`src/rtl/pc_seq_pkg.sv`:
```
// Shared types for the program-counter sequencer: data width, opcodes, FSM states.
package pc_seq_pkg;

  localparam int DW = 8;

  localparam logic [2:0] OP_NOP  = 3'b000;
  localparam logic [2:0] OP_ALU  = 3'b001;
  localparam logic [2:0] OP_JMP  = 3'b010;
  localparam logic [2:0] OP_BZ   = 3'b011;
  localparam logic [2:0] OP_HALT = 3'b111;

  typedef enum logic [2:0] {
    ST_OFF     = 3'd0,
    ST_FETCH   = 3'd1,
    ST_DECODE  = 3'd2,
    ST_OPERAND = 3'd3,
    ST_EXEC    = 3'd4,
    ST_HALT    = 3'd5
  } state_t;

endpackage

```
`src/rtl/pc_seq_decode.sv`:
```
// Opcode to post-DECODE state map; purely combinational.
// Unassigned opcodes (100/101/110) fall back to NOP behaviour.
module pc_seq_decode
  import pc_seq_pkg::*;
(
  input  logic [2:0] opcode,
  output state_t     next_state
);

  always_comb begin
    next_state = ST_FETCH;
    case (opcode)
      OP_ALU:        next_state = ST_EXEC;
      OP_JMP, OP_BZ: next_state = ST_OPERAND;
      OP_HALT:       next_state = ST_HALT;
      default:       next_state = ST_FETCH;
    endcase
  end

endmodule

```
`src/rtl/pc_sequencer.sv`:
```
// Fetch/decode sequencer steering an external PC; NOP 2, ALU/JMP/BZ 3 cycles at zero wait.
// Memory waits stall in FETCH/OPERAND with the PC held so mem_addr stays stable.
module pc_sequencer
  import pc_seq_pkg::*;
(
  input  logic          clk,
  input  logic          rst,
  input  logic          start,
  input  logic [DW-1:0] pc,
  input  logic          zero_flag,
  output logic          mem_req,
  output logic [DW-1:0] mem_addr,
  input  logic          mem_ack,
  input  logic [DW-1:0] mem_rdata,
  output logic          power,
  output logic          stop_en,
  output logic          branch_en,
  output logic [DW-1:0] branch_pc,
  output logic [DW-1:0] ir,
  output logic          exec_valid,
  output logic          halted,
  output logic [2:0]    state
);

  state_t     st;
  state_t     dec_next;
  logic [2:0] op;
  logic       taken;

  assign op       = ir[7:5];
  assign mem_addr = pc;
  assign state    = st;
  // zero_flag only matters in the operand ack cycle, where it is consumed here
  assign taken    = (op == OP_JMP) || ((op == OP_BZ) && zero_flag);

  pc_seq_decode u_decode (
    .opcode     (op),
    .next_state (dec_next)
  );

  always_ff @(posedge clk) begin
    if (rst) begin
      st <= ST_OFF;
      ir <= '0;
    end else begin
      case (st)
        ST_OFF:     if (start) st <= ST_FETCH;
        ST_FETCH: begin
          if (mem_ack) begin
            ir <= mem_rdata;
            st <= ST_DECODE;
          end
        end
        ST_DECODE:  st <= dec_next;
        ST_OPERAND: if (mem_ack) st <= ST_FETCH;
        ST_EXEC:    st <= ST_FETCH;
        ST_HALT:    st <= ST_HALT;
        default:    st <= ST_OFF;
      endcase
    end
  end

  always_comb begin
    power      = 1'b1;
    stop_en    = 1'b1;
    mem_req    = 1'b0;
    branch_en  = 1'b0;
    branch_pc  = '0;
    exec_valid = 1'b0;
    halted     = 1'b0;
    case (st)
      ST_OFF:   power = 1'b0;
      ST_FETCH: begin
        mem_req = 1'b1;
        stop_en = ~mem_ack;
      end
      ST_OPERAND: begin
        mem_req = 1'b1;
        stop_en = ~mem_ack;
        // untaken BZ still advances the PC past its operand byte
        if (mem_ack && taken) begin
          branch_en = 1'b1;
          branch_pc = mem_rdata;
        end
      end
      ST_EXEC:  exec_valid = 1'b1;
      ST_HALT:  halted = 1'b1;
      default:  ;
    endcase
  end

endmodule

```
`config.mk`:
```
export PLATFORM = sky130hd
export DESIGN_NAME = pc_sequencer
export DESIGN_NICKNAME = d
export VERILOG_FILES = /design/src/rtl/pc_seq_pkg.sv /design/src/rtl/pc_seq_decode.sv /design/src/rtl/pc_sequencer.sv
export SDC_FILE = /design/constraint.sdc
export NUM_CORES = 1
export LEC_CHECK = 0
export CAP_MARGIN = 20
export CORE_MARGIN = 8
export CORE_UTILIZATION = 30
export CTS_BUF_LIST = sky130_fd_sc_hd__clkbuf_8 sky130_fd_sc_hd__clkbuf_16
export DETAILED_ROUTE_END_ITERATION = 10
export GPL_ROUTABILITY_DRIVEN = 0
export MAX_ROUTING_LAYER = met4
export PLACE_DENSITY = 0.87
export SLEW_MARGIN = 5
export SYNTH_ARGS = -nofsm -noshare
export SYNTH_HDL_FRONTEND = slang
export SYNTH_SLANG_ARGS = --single-unit
```
`constraint.sdc`:
```
create_clock -name clk -period 1.5 [get_ports clk]
set_input_delay 0.3 -clock clk [delete_from_list [all_inputs] [get_ports clk]]
set_output_delay 0.3 -clock clk [all_outputs]
set_load 0.1 [all_outputs]
```
## Word level (Yosys, flattened, before mapping)

Cells that the tools add are included.
W data, S select, Z words.

- $add $sub $neg: 0
- Multiply operators: 0
- Divide/modulo/power cells: 0
- $lt $le $gt $ge: 0
- Equality and inequality tests: 12
- Shift operators: 0
- Mux-type cells: 14
- Bitwise operators: 1
- Reduce and logical (&&, ||, !) cells: 8

Operator list:

| cell | number |
|---|---|
| $pmux W3 S6 | 1 |
| $mux W8 | 2 |
| $eq A3 B2 Y1 const B | 4 |
| $eq A3 B3 Y1 const B | 3 |
| $mux W3 | 3 |
| $pmux W3 S3 | 1 |
| $mux W1 | 7 |
| $eq A3 B1 Y1 const B | 2 |
| $ne A2 B2 Y1 const B | 3 |
| $reduce_or A2 Y1 | 2 |
| $logic_not A3 Y1 | 1 |
| $reduce_and A3 Y1 | 1 |
| $logic_and A1 B1 Y1 | 2 |
| $reduce_and A2 Y1 | 1 |
| $logic_or A1 B1 Y1 | 1 |
| $not A1 Y1 | 1 |

- Register bits after elaboration: 11
- Latch bits: 0
- Bits in writable memories: 0
- ROM bits: 0
- Input bits: 21
- Output and inout port bits: 33
- Logic and storage cells: 37
- Memories kept: 0

## Depth between registers and ports, before layout

- Depth in word-level cells: 6
- Mapped depth: 5
- Depth with buffers taken out: 3

## Cells and area by module

A second synthesis with hierarchy kept.

- Cell total of the unflattened synthesis: 71
- Area, all modules: 668.1 um^2

Modules (own cells, without submodules):

| module | times used | cells each | area each (um^2) | seq. area each (um^2) |
|---|---|---|---|---|
| pc_sequencer | 1 | 66 | 628.1 | 220.2 |
| pc_seq_decode | 1 | 5 | 40.0 | 0.0 |

## Worst setup path after synthesis

Ideal clock, no wire load.

- Kind: register to output
- From: reg st[2], in the netlist state[2]
- To: out exec_valid
- Data arrival time: 3.476 ns
- Data required time: 1.200 ns
- Path slack: -2.276 ns
- Stages on the path, launching flop included: 3
- Path buffers: 1
- Cells stage by stage: dfxtp_1 > buf_2 > nor3b_1

- Longest elaborated chain between the ends: 2

Ends and longest elaborated chain:

| what | line | source |
|---|---|---|
| start: declaration | pc_sequencer.sv:25 | `state_t st;` |
| start signal: assignment | pc_sequencer.sv:54 | `ST_DECODE: st <= dec_next;` |
| $eq A3 B3 Y1 | pc_sequencer.sv:71 | `case (st)` |
| $mux W1 | pc_sequencer.sv:71 |  |
| end: declaration | pc_sequencer.sv:20 | `output logic exec_valid,` |

No other way between the ends.

## Final worst setup path

- From: reg ir[7]
- To: out branch_pc[3]

- Longest elaborated chain between the ends: 6
- Elaborated cells between the ends (all ways): 7
- Classes of those cells: eq/ne (2); mux (2); reduce/logical (3)

Ends and longest elaborated chain:

| what | line | source |
|---|---|---|
| start: declaration | pc_sequencer.sv:19 | `output logic [DW-1:0] ir,` |
| start signal: assignment | pc_sequencer.sv:50 | `ir <= mem_rdata;` |
| $eq A3 B2 Y1 | pc_sequencer.sv:34 | `assign taken = (op == OP_JMP) \|\| ((op == OP_BZ) && zero_flag);` |
| $logic_and A1 B1 Y1 | pc_sequencer.sv:34 |  |
| $logic_or A1 B1 Y1 (*) | pc_sequencer.sv:34 |  |
| $logic_and A1 B1 Y1 (*) | pc_sequencer.sv:81 | `if (mem_ack && taken) begin` |
| $mux W8 (*) | pc_sequencer.sv:81 |  |
| $mux W8 (*) | pc_sequencer.sv:71 |  |
| end: declaration | pc_sequencer.sv:18 | `output logic [DW-1:0] branch_pc,` |

Every way passes the cells marked *; elsewhere a longest branch is shown, timed or not.

==> impl_results.md <==
* Placed cell area at 1359 sq um
* Outcome: finished, violations left
* First DRT Iteration DRCs at 10
* Routed WL at 2265 microns
* Top area cells in the synthesized netlist: dfxtp_1 (34%), mux2i_1 (14%), buf_4 (10%)
* Vias in the first global route at 712
* CP arrival at 1.44 ns
* Top-area cell type share of the netlist area at 0.3398
* Synth area leader: dfxtp_1
* Largest net degree at the start of global routing at 10
* Post-route DRC violation count at 0
* Post-detail-place hpwl at 1944 microns
* Leakage Power at 0.6245 nW
* F_max at 573.1 MHz
* GRT Total Usage at 0.1174
* IO Count at 54
* Final setup viols at 10
* CTS HTree Levels at 1
* Global-route wire length before repair at 3663 microns
* Starting Density at 0.3047
* Synth-to-Final Area Change at 129.1%
* Clk buf depth at 2
* Nets at 141
* Die Width at 62.48 microns
* Sum Neg Setup Slack at -2.103 ns
* Final Skew at 0.002538 ns
* Failing checks: setup timing
* Dominant combinational cell family by area after synthesis: simple AND/OR/NAND/NOR gates
* Initial antenna violation count at 0
* Normalized max-slew margin at 0.8161
* RSZ-0062 raised after global routing: true
* Yosys reg bits at 11
* Maxcap violations at 0
* Syn Inst Count at 71
* Synthesis warning total at 0
* CTS tree: done
* Routed Antenna Nets at 0
* CP max FO at 5
* Peak VDD IR at 0.5724 mV
* Final cell count without fillers at 147
* Power per cell area at 663.5 nW/um^2
* Layout cells sized above 1 at 0.5714
* Syn_area_per_cell at 9.128 sq um
* Period utilisation layout at 1.163
* DR WL/cell at 15.41 microns
* Post-Synth Adder-Cell Area at 0
* # diodes at 0
* Critical path capture point type: output port
* Die area at 3904 sq um
* CP Launch Type: flop
* Die Height at 62.48 microns
* CTS buffer count at 3
* Final core utilization at 0.6982
* Design area at 1485 sq um
* I/O Buffers at 37
* Mux contribution to synthesized area at 0.1390
* Part of the Yosys area used for sequential elements at 0.3398
* Hold Vio Cnt, Final at 0
* Placed insts at 136
* Post-synthesis cell type count at 21
* Hold WC Path Type: flop to flop
* DR vias at 674
* Row cnt at 17
* Clock-pin slew on the worst setup and hold paths at 0.05 ns
* Synth Area in Compound Gates at 0.04440
* Router iterations before antenna repair at 6
* Clock Latency Late Sink at 0.23 ns
* Clock Tree Root: clkbuf_8
* Clock sinks at 11
* Final WS setup at -0.2449 ns
* Vias per inst at 4.585
* Net Count, Synth at 92
* Worst EP required at 1.20 ns
* Worst-Margin Slew at 0.2749 ns
* Overflow after GRT at 0
* XOR/XNOR Fraction of Synth Area at 0.02703
* Mapped Area at 648.1 sq um
* Final Max Slew Viols at 0
* Critical setup path kind: flop to output port
* Final Critical Period at 1.745 ns
* Core area at 2127 sq um
* Post-synthesis simple-gate area fraction at 0.3166
-- worst paths after layout --
path	startpoint	cells after the start	slack (ns)	end
hold reg to reg	ir[2]	2	0.55	ir[2]
hold / removal	ir[2]	2	0.55	ir[2]
setup reg to reg	state[2]	6	0.09	ir[3]
setup / recovery	ir[7]	5	-0.24	branch_pc[3]
-- cell usage after synthesis --
cell type and number:
nand2_1 1, nand3b_4 1, clkbuf_1 1, a41oi_1 1, nor3_4 1, nor3b_1 2
and2_1 8, nor2_1 11, nand4bb_1 1, dfxtp_1 11, a21oi_1 2, nor2b_1 2
or3_1 1, nand3b_1 1, buf_2 3, and4bb_1 1, xnor2_1 2, and3b_1 1
buf_4 9, o21ai_0 2, mux2i_1 9
-- cell families (layout without fill, tap and decap cells) --
family                    after synthesis  in the layout
AOI/OAI and AO/OA                       5              5
xor gates and xnor gates                2              2
buffers and inverters                  13             61
DFF                                    11             11
muxes                                   9              9
and+or+nand+nor                        31             31
-- final cells by class --
type                       count  area (sq um)
multi-input combinational     47         384.1
clock inverter                 1         3.754
tap                           28         35.03
sequential                    11         234.0
fill                         142         641.9
timing repair buffer          57         787.0
clock buffer                   3         41.29
-- per-layer routing --
metal,routed length (microns),vias to the layer above,track usage,part of all wire
met3,168,2,0.05018,0.074
met5,0,-,-,0
met2,1249,29,0.2109,0.55
li1,-,325,-,-
met1,836,318,0.1118,0.37
met4,10,0,0.03419,0.0044
-- where the power goes --
part | leakage (nW) | switching [mW] | internal [mW] | total, mW
Combinational | 0.505 | 0.227 | 0.159 | 0.386
Sequential | 0.0926 | 0.0166 | 0.305 | 0.322
Clock | 0.0269 | 0.0990 | 0.179 | 0.278
Total | 0.624 | 0.342 | 0.643 | 0.985
-- critical path, cell delays in order, from the launching register on --
cell and delay (ns):
dfxtp_2 0.31, nand3b_1 0.21, nor3_4 0.23, buf_6 0.14, and2_4 0.15, buf_12 0.17
-- sequential cells by signal, summed over array words and instances, names as in the netlist --
name	cells
ir	8
state	3
-- layout by cell type (no fill, tap or decap) --
cell type        count
and2_4               8
dlygate4sd2_1        2
inv_1                1
clkdlybuf4s50_1     10
mux2i_1              9
nor3b_1              1
dfxtp_1              6
nor3_4               1
buf_6                5
and4bb_1             1
a41oi_1              1
nor2_1              11
nor2b_2              2
nand4bb_1            1
nand2_1              1
nand3b_1             1
a21oi_1              2
dfxtp_4              3
xnor2_1              2
buf_4               15
nand3b_4             1
buf_12              25
clkbuf_8             3
nor3b_4              1
o21ai_0              2
and3b_2              1
or3_4                1
dfxtp_2              2
-- metrics by stage --
stage / hold WS (ns) / power [mW] / setup slack, ns
4_1_cts: 0.5625 / 0.9976 / -0.2467
2_1_floorplan: 0.4471 / 0.6464 / -1.304
3_3_place_gp: 0.4471 / 0.7040 / -0.3307
3_5_place_dp: 0.4653 / 0.7115 / -0.3753
5_1_grt: 0.5786 / 1.023 / -0.3090
6_report: 0.5540 / 0.9854 / -0.2449
-- repair_timing --
action	CTS	global route
hold buffers	0	0
gates resized for setup	10	1
endpoints found under the setup margin	21	15
setup buffers	6	2
pin swaps	1	1
Power figures use the tool's default switching activity.
